$ cat src/rtl/uart_frame_pkg.sv
// uart_frame_pkg
// Shared definitions for the UART frame parser: parser state encoding,
// error codes reported on o_Err_Code, and the default start-of-frame byte.
package uart_frame_pkg;

  typedef enum logic [1:0] {
    WAIT_SYNC   = 2'd0,
    GET_LEN     = 2'd1,
    GET_PAYLOAD = 2'd2,
    GET_CSUM    = 2'd3
  } state_t;

  localparam logic [1:0] ERR_OVERRUN = 2'b00;
  localparam logic [1:0] ERR_LEN     = 2'b01;
  localparam logic [1:0] ERR_CSUM    = 2'b10;
  localparam logic [1:0] ERR_TIMEOUT = 2'b11;

  localparam logic [7:0] DEFAULT_SYNC_BYTE = 8'hA5;

endpackage

$ cat src/rtl/uart_frame_buf.sv
// uart_frame_buf
// Payload buffer: DEPTH x 8 RAM with synchronous write and asynchronous read.
// Ports:
//   i_Clock  - system clock
//   wr_en    - write strobe
//   wr_addr  - write address
//   wr_data  - write byte
//   rd_addr  - read address
//   rd_data  - byte at rd_addr (combinational)
module uart_frame_buf #(
  parameter int DEPTH  = 16,
  parameter int ADDR_W = 4
) (
  input  logic              i_Clock,
  input  logic              wr_en,
  input  logic [ADDR_W-1:0] wr_addr,
  input  logic [7:0]        wr_data,
  input  logic [ADDR_W-1:0] rd_addr,
  output logic [7:0]        rd_data
);

  logic [7:0] mem [DEPTH];

  // NOTE: the storage array has no reset; clearing it would force flops
  // instead of RAM, and its contents are only meaningful once a frame lands.
  always_ff @(posedge i_Clock) begin
    if (wr_en) mem[wr_addr] <= wr_data;
  end

  assign rd_data = mem[rd_addr];

endmodule

$ cat src/rtl/uart_frame_parser.sv
// uart_frame_parser
// Assembles SYNC / LEN / payload / CSUM frames from a UART receiver's byte
// strobe. A validated payload is held in uart_frame_buf until the consumer
// acknowledges it; malformed frames produce a one-cycle error pulse.
// Ports:
//   i_Clock, i_Reset_n      - clock, asynchronous active-low reset
//   i_RX_DV, i_RX_Byte      - received byte and its one-cycle valid strobe
//   o_Frame_Ready           - held frame available (level until ack)
//   i_Frame_Ack             - consumer releases the buffer
//   o_Frame_Len             - payload length of the held frame
//   i_Rd_Addr, o_Rd_Data    - combinational buffer read port
//   o_Err, o_Err_Code       - error pulse and its code (code holds afterwards)
module uart_frame_parser
  import uart_frame_pkg::*;
#(
  parameter logic [7:0] SYNC_BYTE    = DEFAULT_SYNC_BYTE,
  parameter int         MAX_LEN      = 16,
  parameter int         TIMEOUT_CLKS = 8680,
  localparam int        ADDR_W       = (MAX_LEN > 1) ? $clog2(MAX_LEN) : 1
) (
  input  logic              i_Clock,
  input  logic              i_Reset_n,
  input  logic              i_RX_DV,
  input  logic [7:0]        i_RX_Byte,
  output logic              o_Frame_Ready,
  input  logic              i_Frame_Ack,
  output logic [7:0]        o_Frame_Len,
  input  logic [ADDR_W-1:0] i_Rd_Addr,
  output logic [7:0]        o_Rd_Data,
  output logic              o_Err,
  output logic [1:0]        o_Err_Code
);

  localparam int TO_W = $clog2(TIMEOUT_CLKS + 1);

  state_t          state;
  logic [7:0]      len;
  logic [7:0]      idx;
  logic [7:0]      csum;
  logic            dropped;
  logic [TO_W-1:0] to_cnt;

  logic timeout_hit;
  logic buf_wr;

  // A byte on the timeout cycle takes priority, so timeout needs an idle cycle.
  assign timeout_hit = (state != WAIT_SYNC) && !i_RX_DV &&
                       (to_cnt == TO_W'(TIMEOUT_CLKS - 1));

  // Payload bytes only land while the buffer is free; otherwise they are lost.
  assign buf_wr = i_RX_DV && (state == GET_PAYLOAD) && !o_Frame_Ready;

  uart_frame_buf #(
    .DEPTH  (MAX_LEN),
    .ADDR_W (ADDR_W)
  ) u_buf (
    .i_Clock (i_Clock),
    .wr_en   (buf_wr),
    .wr_addr (idx[ADDR_W-1:0]),
    .wr_data (i_RX_Byte),
    .rd_addr (i_Rd_Addr),
    .rd_data (o_Rd_Data)
  );

  // NOTE: all state here updates with non-blocking assignments so every
  // branch sees the pre-edge values (e.g. ack clear vs. CSUM set below).
  always_ff @(posedge i_Clock or negedge i_Reset_n) begin
    if (!i_Reset_n) begin
      state         <= WAIT_SYNC;
      len           <= '0;
      idx           <= '0;
      csum          <= '0;
      dropped       <= 1'b0;
      to_cnt        <= '0;
      o_Frame_Ready <= 1'b0;
      o_Frame_Len   <= '0;
      o_Err         <= 1'b0;
      o_Err_Code    <= '0;
    end else begin
      o_Err <= 1'b0;

      // Ack clears; a successful CSUM later in this block overrides it.
      if (o_Frame_Ready && i_Frame_Ack) o_Frame_Ready <= 1'b0;

      if (i_RX_DV || state == WAIT_SYNC || timeout_hit) to_cnt <= '0;
      else                                                to_cnt <= to_cnt + TO_W'(1);

      if (i_RX_DV) begin
        unique case (state)
          WAIT_SYNC: begin
            if (i_RX_Byte == SYNC_BYTE) begin
              state   <= GET_LEN;
              dropped <= 1'b0;
            end
          end

          GET_LEN: begin
            if (i_RX_Byte == 8'd0 || i_RX_Byte > 8'(MAX_LEN)) begin
              o_Err      <= 1'b1;
              o_Err_Code <= ERR_LEN;
              state      <= WAIT_SYNC;
            end else begin
              len   <= i_RX_Byte;
              csum  <= i_RX_Byte;
              idx   <= '0;
              state <= GET_PAYLOAD;
            end
          end

          GET_PAYLOAD: begin
            csum <= csum ^ i_RX_Byte;
            idx  <= idx + 8'd1;
            if (o_Frame_Ready) dropped <= 1'b1;
            if (idx == len - 8'd1) state <= GET_CSUM;
          end

          GET_CSUM: begin
            state <= WAIT_SYNC;
            if (dropped) begin
              o_Err      <= 1'b1;
              o_Err_Code <= ERR_OVERRUN;
            end else if (i_RX_Byte != csum) begin
              o_Err      <= 1'b1;
              o_Err_Code <= ERR_CSUM;
            end else begin
              o_Frame_Ready <= 1'b1;
              o_Frame_Len   <= len;
            end
          end

          default: state <= WAIT_SYNC;
        endcase
      end else if (timeout_hit) begin
        o_Err      <= 1'b1;
        o_Err_Code <= ERR_TIMEOUT;
        state      <= WAIT_SYNC;
      end
    end
  end

endmodule

$ cat config.mk
export PLATFORM = sky130hd
export DESIGN_NAME = uart_frame_parser
export DESIGN_NICKNAME = d
export VERILOG_FILES = /design/src/rtl/uart_frame_pkg.sv /design/src/rtl/uart_frame_buf.sv /design/src/rtl/uart_frame_parser.sv
export SDC_FILE = /design/constraint.sdc
export NUM_CORES = 1
export LEC_CHECK = 0
export BUFFER_PORTS_ARGS = -buffer_cell sky130_fd_sc_hd__buf_2
export CAP_MARGIN = 20
export CORE_ASPECT_RATIO = 0.6
export CORE_UTILIZATION = 30
export CTS_CLUSTER_DIAMETER = 40
export DETAILED_ROUTE_END_ITERATION = 8
export GPL_TIMING_DRIVEN = 0
export MAX_ROUTING_LAYER = met4
export SLEW_MARGIN = 30
export SYNTH_ARGS = -nofsm -noshare
export SYNTH_HDL_FRONTEND = slang
export SYNTH_SLANG_ARGS = --single-unit
$ cat constraint.sdc
create_clock -name i_Clock -period 2.5 [get_ports i_Clock]
set_clock_uncertainty 0.05 [all_clocks]
set_input_delay 0.5 -clock i_Clock [delete_from_list [all_inputs] [get_ports i_Clock]]
set_output_delay 0.5 -clock i_Clock [all_outputs]
set_load 0.02 [all_outputs]
==> flow_summary.toml, run 1 <==
[logic_synthesis]
synth-async-reset-ratio = 0.293
synth_edf_count = 128
yosysUniqueCellTypes = 53
ys_ff_latch = 181
synth_top_area_frac = 0.497
avgSynthCellArea_um2 = 15.7
synth_top_area_cell = "edfxtp_1"
post_synth_inst_count = 492
ys_top_cells_by_area = "edfxtp_1, dfrtp_1, mux4_2"
yosysWarnings = 0
synth_nets = 514
ys_seq_area_frac = 0.668
synth_area_um2 = 7730
synthFlopType = "edfxtp_1"

[setup_path]
crit_fanout = 7
cp_common_cell = "mux4_2"
crit_arrival_ps = 2050
worstPathCellList = "clkbuf_16, buf_12, mux4_2, mux4_2, buf_6"
critPathKind = "input pin to output pin"
endpoint_kind = "output pin"
max_stage_delay_ps = 570
crit_family = "multiplexers"
cp.required_ps = 1950
crit_buf_inv = 3
crit_slowest_cell = "mux4_2"
crit_path_start_kind = "input pin"

[placement]
io_buffers = 32
finalWeightedCongestion = 0.779
placement.cell_area_um2 = 8350
dp_hpwl_mm = 11.7
place_ws_ps = -437

[global_route]
grt_pass1_wl_mm = 26.7
gr-total-overflow = 0
first_global_vias = 4523
grt_max_degree = 54
grt_util_all_layers = 0.142
antenna_found_initial = 1

[timing]
setup_ws_ps = -96.9
rsz0062_at_grt = "yes"
fmax_ghz = 0.385
setup_viol = 8
report.final.slew_viol_count = 0
fin_crit_sh = 1.04
tightest_slew_ps = 769
hold_viol_final = 0
relSlewSlack = 0.487
fin_crit_ps = 2600

[cts]
cts_tree = "yes"
cts_inserted_buffers = 17
clkSinkCount = 181
clockRootBuffer = "clkbuf_16"
clk_pin_slew_ps = 70
postCtsHoldBufs = 0
htree_levels = 4
cts_buffer_depth = 2
insertion_delay_ps = 430

[routing]
drtPass1Iterations = 6
ant_nets = 0
drc = 0
drt_iter0_drc = 384
post_drt_wl_per_cell_um = 19.3
wl_mm = 17.2
via_count = 4446
viasPerCell = 4.98

[pwr]
p_seq_frac = 0.516
leakage_nw = 3.31
power_density_nw_per_um2 = 677
peakVddDrop_uv = 297
power.internal_mw = 4.81
p_comb_frac = 0.060
swShare = 0.235
clkPwrFrac = 0.424
switchingPower_mw = 1.48

[layout]
multi_input_area_um2 = 2560
syn2layout_area_growth_pct = 20.3
final_common_cell = "edfxtp_1"
n_fill_cell = 2329
fin_nets = 573
antenna_cells = 0
final_cell_mix = "edfxtp_1, dfrtp_1, mux4_2"
regArea_um2 = 5170
fin_area_um2 = 9300
drive_above_1_share = 0.266

[floorplan]
initial_core_util = 0.306
die_h_um = 126
die_x_um = 209
io_pins = 36
coreArea_um2 = 25300
num_rows = 45
die-area_um2 = 26500

[run]
max-cap-violations = 0

[status]
violations = "setup timing"
status = "finished with violations"

[min_path]
worstHoldPathType = "input pin to asynchronous set/reset pin"
[state kept, by name (all words and copies together), names as in the netlist]
| register | count |
|---|---|
| csum | 8 |
| dropped | 1 |
| idx | 8 |
| len | 8 |
| o_Err | 1 |
| o_Err_Code | 2 |
| o_Frame_Len | 8 |
| o_Frame_Ready | 1 |
| state | 2 |
| to_cnt | 14 |
| u_buf.mem | 128 |
[cells by family after synthesis]
logic type / synth area share
xor+xnor: 0.0351
mux: 0.130
fa+ha+maj: 0.00971
compound gates: 0.0372
simple gates: 0.102
flops: 0.668
buf+inv: 0.0175
[metrics by stage]
stage	hold WS [ps]	instances	util	setup TNS [ps]	power, mW
3_5_place_dp	426	853	0.330	-33910	3.64
4_1_cts	72.2	888	0.361	-3430	6.34
6_report	53.9	893	0.368	-546	6.29
2_1_floorplan	154	492	-	0	3.50
5_1_grt	105	893	0.368	-1230	6.51
3_3_place_gp	398	853	0.329	-34550	3.63
[area by class of cell]
class | instances | share of cell area
flip-flops and latches | 181 | 0.556
multi-input cells | 283 | 0.276
clock buffers | 17 | 0.0457
well taps | 329 | 0.0443
repair buffers | 40 | 0.0390
plain buffers | 20 | 0.0194
clock inverters | 15 | 0.0169
inverters | 8 | 0.00323
[per-layer routing]
| metal | GRT usage | wire length [µm] | vias up |
|---|---|---|---|
| li1 | - | - | 2005 |
| met5 | - | 0 | - |
| met3 | 0.0426 | 1080 | 15 |
| met4 | 0.0398 | 167 | 0 |
| met2 | 0.207 | 7870 | 113 |
| met1 | 0.192 | 8070 | 2313 |
[cells in the mapped netlist (3+ instances only)]
library cell,n
o22ai_1,3
and2_1,5
and3_1,3
nor2b_1,4
nor2_1,46
a21oi_1,16
xor2_1,23
nor3_1,9
dfrtp_1,53
mux2_1,8
xnor2_1,8
or3_1,6
a31oi_1,3
nand2b_1,4
nor4b_1,4
clkbuf_1,8
nand2_1,37
ha_1,6
nor4_1,3
inv_1,8
nand3_1,7
or2_1,3
mux4_2,40
nand4_1,6
o21ai_0,10
edfxtp_1,128
buf_2,6
[what timing repair did]
| action | 4_1_cts | 5_1_grt |
|---|---|---|
| resized for setup | 43 | 17 |
| pin swaps | 0 | 4 |
| buffers inserted | 1 | 5 |
| setup endpoints to repair | 136 | 136 |
| cloned | 2 | 0 |
[worst paths after layout]
kind,startpoint,end,slack [ps],cells past startpoint
max,i_Rd_Addr[0],o_Rd_Data[2],-100,5
min,i_Reset_n,to_cnt[5]$_DFF_PN0_,50,1
max reg2reg,state[0]$_DFFE_PN0P_,u_buf.mem[2][2]$_DFFE_PP_,100,6
min reg2reg,to_cnt[0]$_DFF_PN0_,to_cnt[0]$_DFF_PN0_,430,1
max in group asynchronous,i_Reset_n,idx[2]$_DFFE_PN0P_,1890,1
min in group i_Clock,i_Frame_Ack,o_Frame_Ready$_DFF_PN0_,190,2
[power groups by stage]
| stage | clock, mW | combinational, mW | sequential (mW) |
|---|---|---|---|
| global placement | 0 | 0.317 | 3.31 |
| global route | 2.85 | 0.409 | 3.25 |
| CTS | 2.71 | 0.374 | 3.25 |
| detailed placement | 0 | 0.329 | 3.31 |
| floorplan | 0 | 0.187 | 3.31 |
| finish | 2.67 | 0.375 | 3.25 |
[worst register-to-register path, delay by kind of cell, from the launching register on]
family / cells / cell delay [ps]
flip-flops: 1 / 470
buffers and inverters: 1 / 160
AND/OR/NAND/NOR: 5 / 1420
No activity file was read; power rests on OpenSTA's default activity.
==> run 2: changes to the inputs <==
--- a/config.mk
+++ b/config.mk
@@ -7,7 +7,7 @@
 export LEC_CHECK = 0
 export BUFFER_PORTS_ARGS = -buffer_cell sky130_fd_sc_hd__buf_2
 export CAP_MARGIN = 20
-export CORE_ASPECT_RATIO = 0.6
+export CORE_ASPECT_RATIO = 1.2
 export CORE_UTILIZATION = 30
 export CTS_CLUSTER_DIAMETER = 40
 export DETAILED_ROUTE_END_ITERATION = 8
==> flow_summary.toml, run 2 (synthesized netlist as in run 1, its figures left out) <==
[routing]
drtPass1Iterations = 5
post_drt_wl_per_cell_um = 18.5
drc = 0
ant_nets = 0
wl_mm = 16.4
via_count = 4411
viasPerCell = 4.96
drt_iter0_drc = 313

[floorplan]
initial_core_util = 0.305
num_rows = 64
io_pins = 36
die-area_um2 = 26400
coreArea_um2 = 25400
die_h_um = 178
die_x_um = 149

[layout]
drive_above_1_share = 0.261
syn2layout_area_growth_pct = 18.8
final_cell_mix = "edfxtp_1, dfrtp_1, mux4_2"
utilization = 0.362
fin_nets = 570
fin_area_um2 = 9190
final_common_cell = "edfxtp_1"
multi_input_area_um2 = 2520
regArea_um2 = 5170
regMostFlops = "u_buf.mem"
antenna_cells = 0
largest_reg_flops = 128
n_fill_cell = 2339
reg.largest.list = "u_buf.mem (128), to_cnt (14)"

[min_path]
worstHoldPathType = "input pin to asynchronous set/reset pin"

[setup_path]
critPathCapture = "o_Rd_Data[1]"
cp.required_ps = 1950
timing.rr.end = "u_buf.mem[3][5]$_DFFE_PP_"
endpoint_kind = "output pin"
critPathLaunch = "i_Rd_Addr[0]"
crit_path_start_kind = "input pin"
reg2reg_depth = 5
crit_fanout = 8
rrSetupSlack_ps = 60
worstReg2RegStart = "state[0]$_DFFE_PN0P_"
crit_arrival_ps = 2050
critPathKind = "input pin to output pin"

[placement]
dp_hpwl_mm = 10.9
finalWeightedCongestion = 0.782
place_ws_ps = -431
placement.cell_area_um2 = 8350
io_buffers = 32

[timing]
relSlewSlack = 0.442
setup_ws_ps = -95.1
tightest_slew_ps = 837
fin_crit_sh = 1.04
fmax_ghz = 0.385
hold_viol_final = 0
setup_tns_ps = -481
rsz0062_at_grt = "yes"
report.final.slew_viol_count = 0
fin_crit_ps = 2600
holdWs_ps = 53.8
setup_viol = 8

[cts]
clk_pin_slew_ps = 70
cts_tree = "yes"
htree_levels = 4
clkSinkCount = 181
insertion_delay_ps = 420
postCtsHoldBufs = 0
cts_inserted_buffers = 17
cts_buffer_depth = 2
clockRootBuffer = "clkbuf_16"

[status]
status = "finished with violations"
violations = "setup timing"

[global_route]
gr-total-overflow = 0
first_global_vias = 4468
grt_pass1_wl_mm = 25.5
grt_max_degree = 54
grt_util_all_layers = 0.136
antenna_found_initial = 0

[pwr]
peakVddDrop_uv = 491
power_density_nw_per_um2 = 674
leakage_nw = 3.28

[run]
max-cap-violations = 0
[run 2: cell type report]
cell class | count | area share
Buffer | 20 | 0.0199
Clock buffer | 18 | 0.0467
Clock inverter | 13 | 0.0144
Timing Repair Buffer | 37 | 0.0338
Tap cell | 330 | 0.0449
Inverter | 8 | 0.00327
Sequential cell | 181 | 0.562
Multi-Input combinational cell | 283 | 0.275
[run 2: layer usage]
layer  vias up  share of wire  track usage  routed length, µm
li1       1996              -            -                  -
met4         0          0.011       0.0365                179
met2       115           0.51        0.223               8390
met3        14          0.049       0.0339                807
met5         -              0            -                  0
met1      2286           0.43        0.166               7050
[run 2: through the flow]
| step | total power, mW | instances |
|---|---|---|
| finish | 6.19 | 890 |
| global route | 6.39 | 890 |
| detailed placement | 3.64 | 854 |
| floorplan | 3.50 | 492 |
| CTS | 6.24 | 890 |
| global placement | 3.63 | 854 |
[run 2: report_power, final]
part           internal [mW]  leakage (nW)  switching (mW)
Combinational          0.165          1.13           0.213
Sequential              3.23          1.87          0.0187
Clock                   1.33         0.280            1.23
[run 2: how the worst min path moves through the flow]
stage                         from             endpoint  depth (start not counted)
2_1_floorplan            i_Reset_n  csum[0]$_DFFE_PN0P_                          0
3_3_place_gp   to_cnt[0]$_DFF_PN0_  to_cnt[0]$_DFF_PN0_                          1
3_5_place_dp   to_cnt[0]$_DFF_PN0_  to_cnt[0]$_DFF_PN0_                          1
4_1_cts                  i_Reset_n  to_cnt[7]$_DFF_PN0_                          1
5_1_grt                  i_Reset_n  to_cnt[7]$_DFF_PN0_                          1
6_report                 i_Reset_n  to_cnt[7]$_DFF_PN0_                          1
[run 2: worst max-delay path: stages]
cell,delay [ps]
clkbuf_16,170
buf_12,140
mux4_2,550
mux4_2,510
buf_6,150
[run 2: repair_timing]
action                                  CTS  global route
buffers inserted                          2             0
pin swaps                                 0             0
resized for setup                        42            12
endpoints found under the setup margin   83            48
cloned                                    3             0
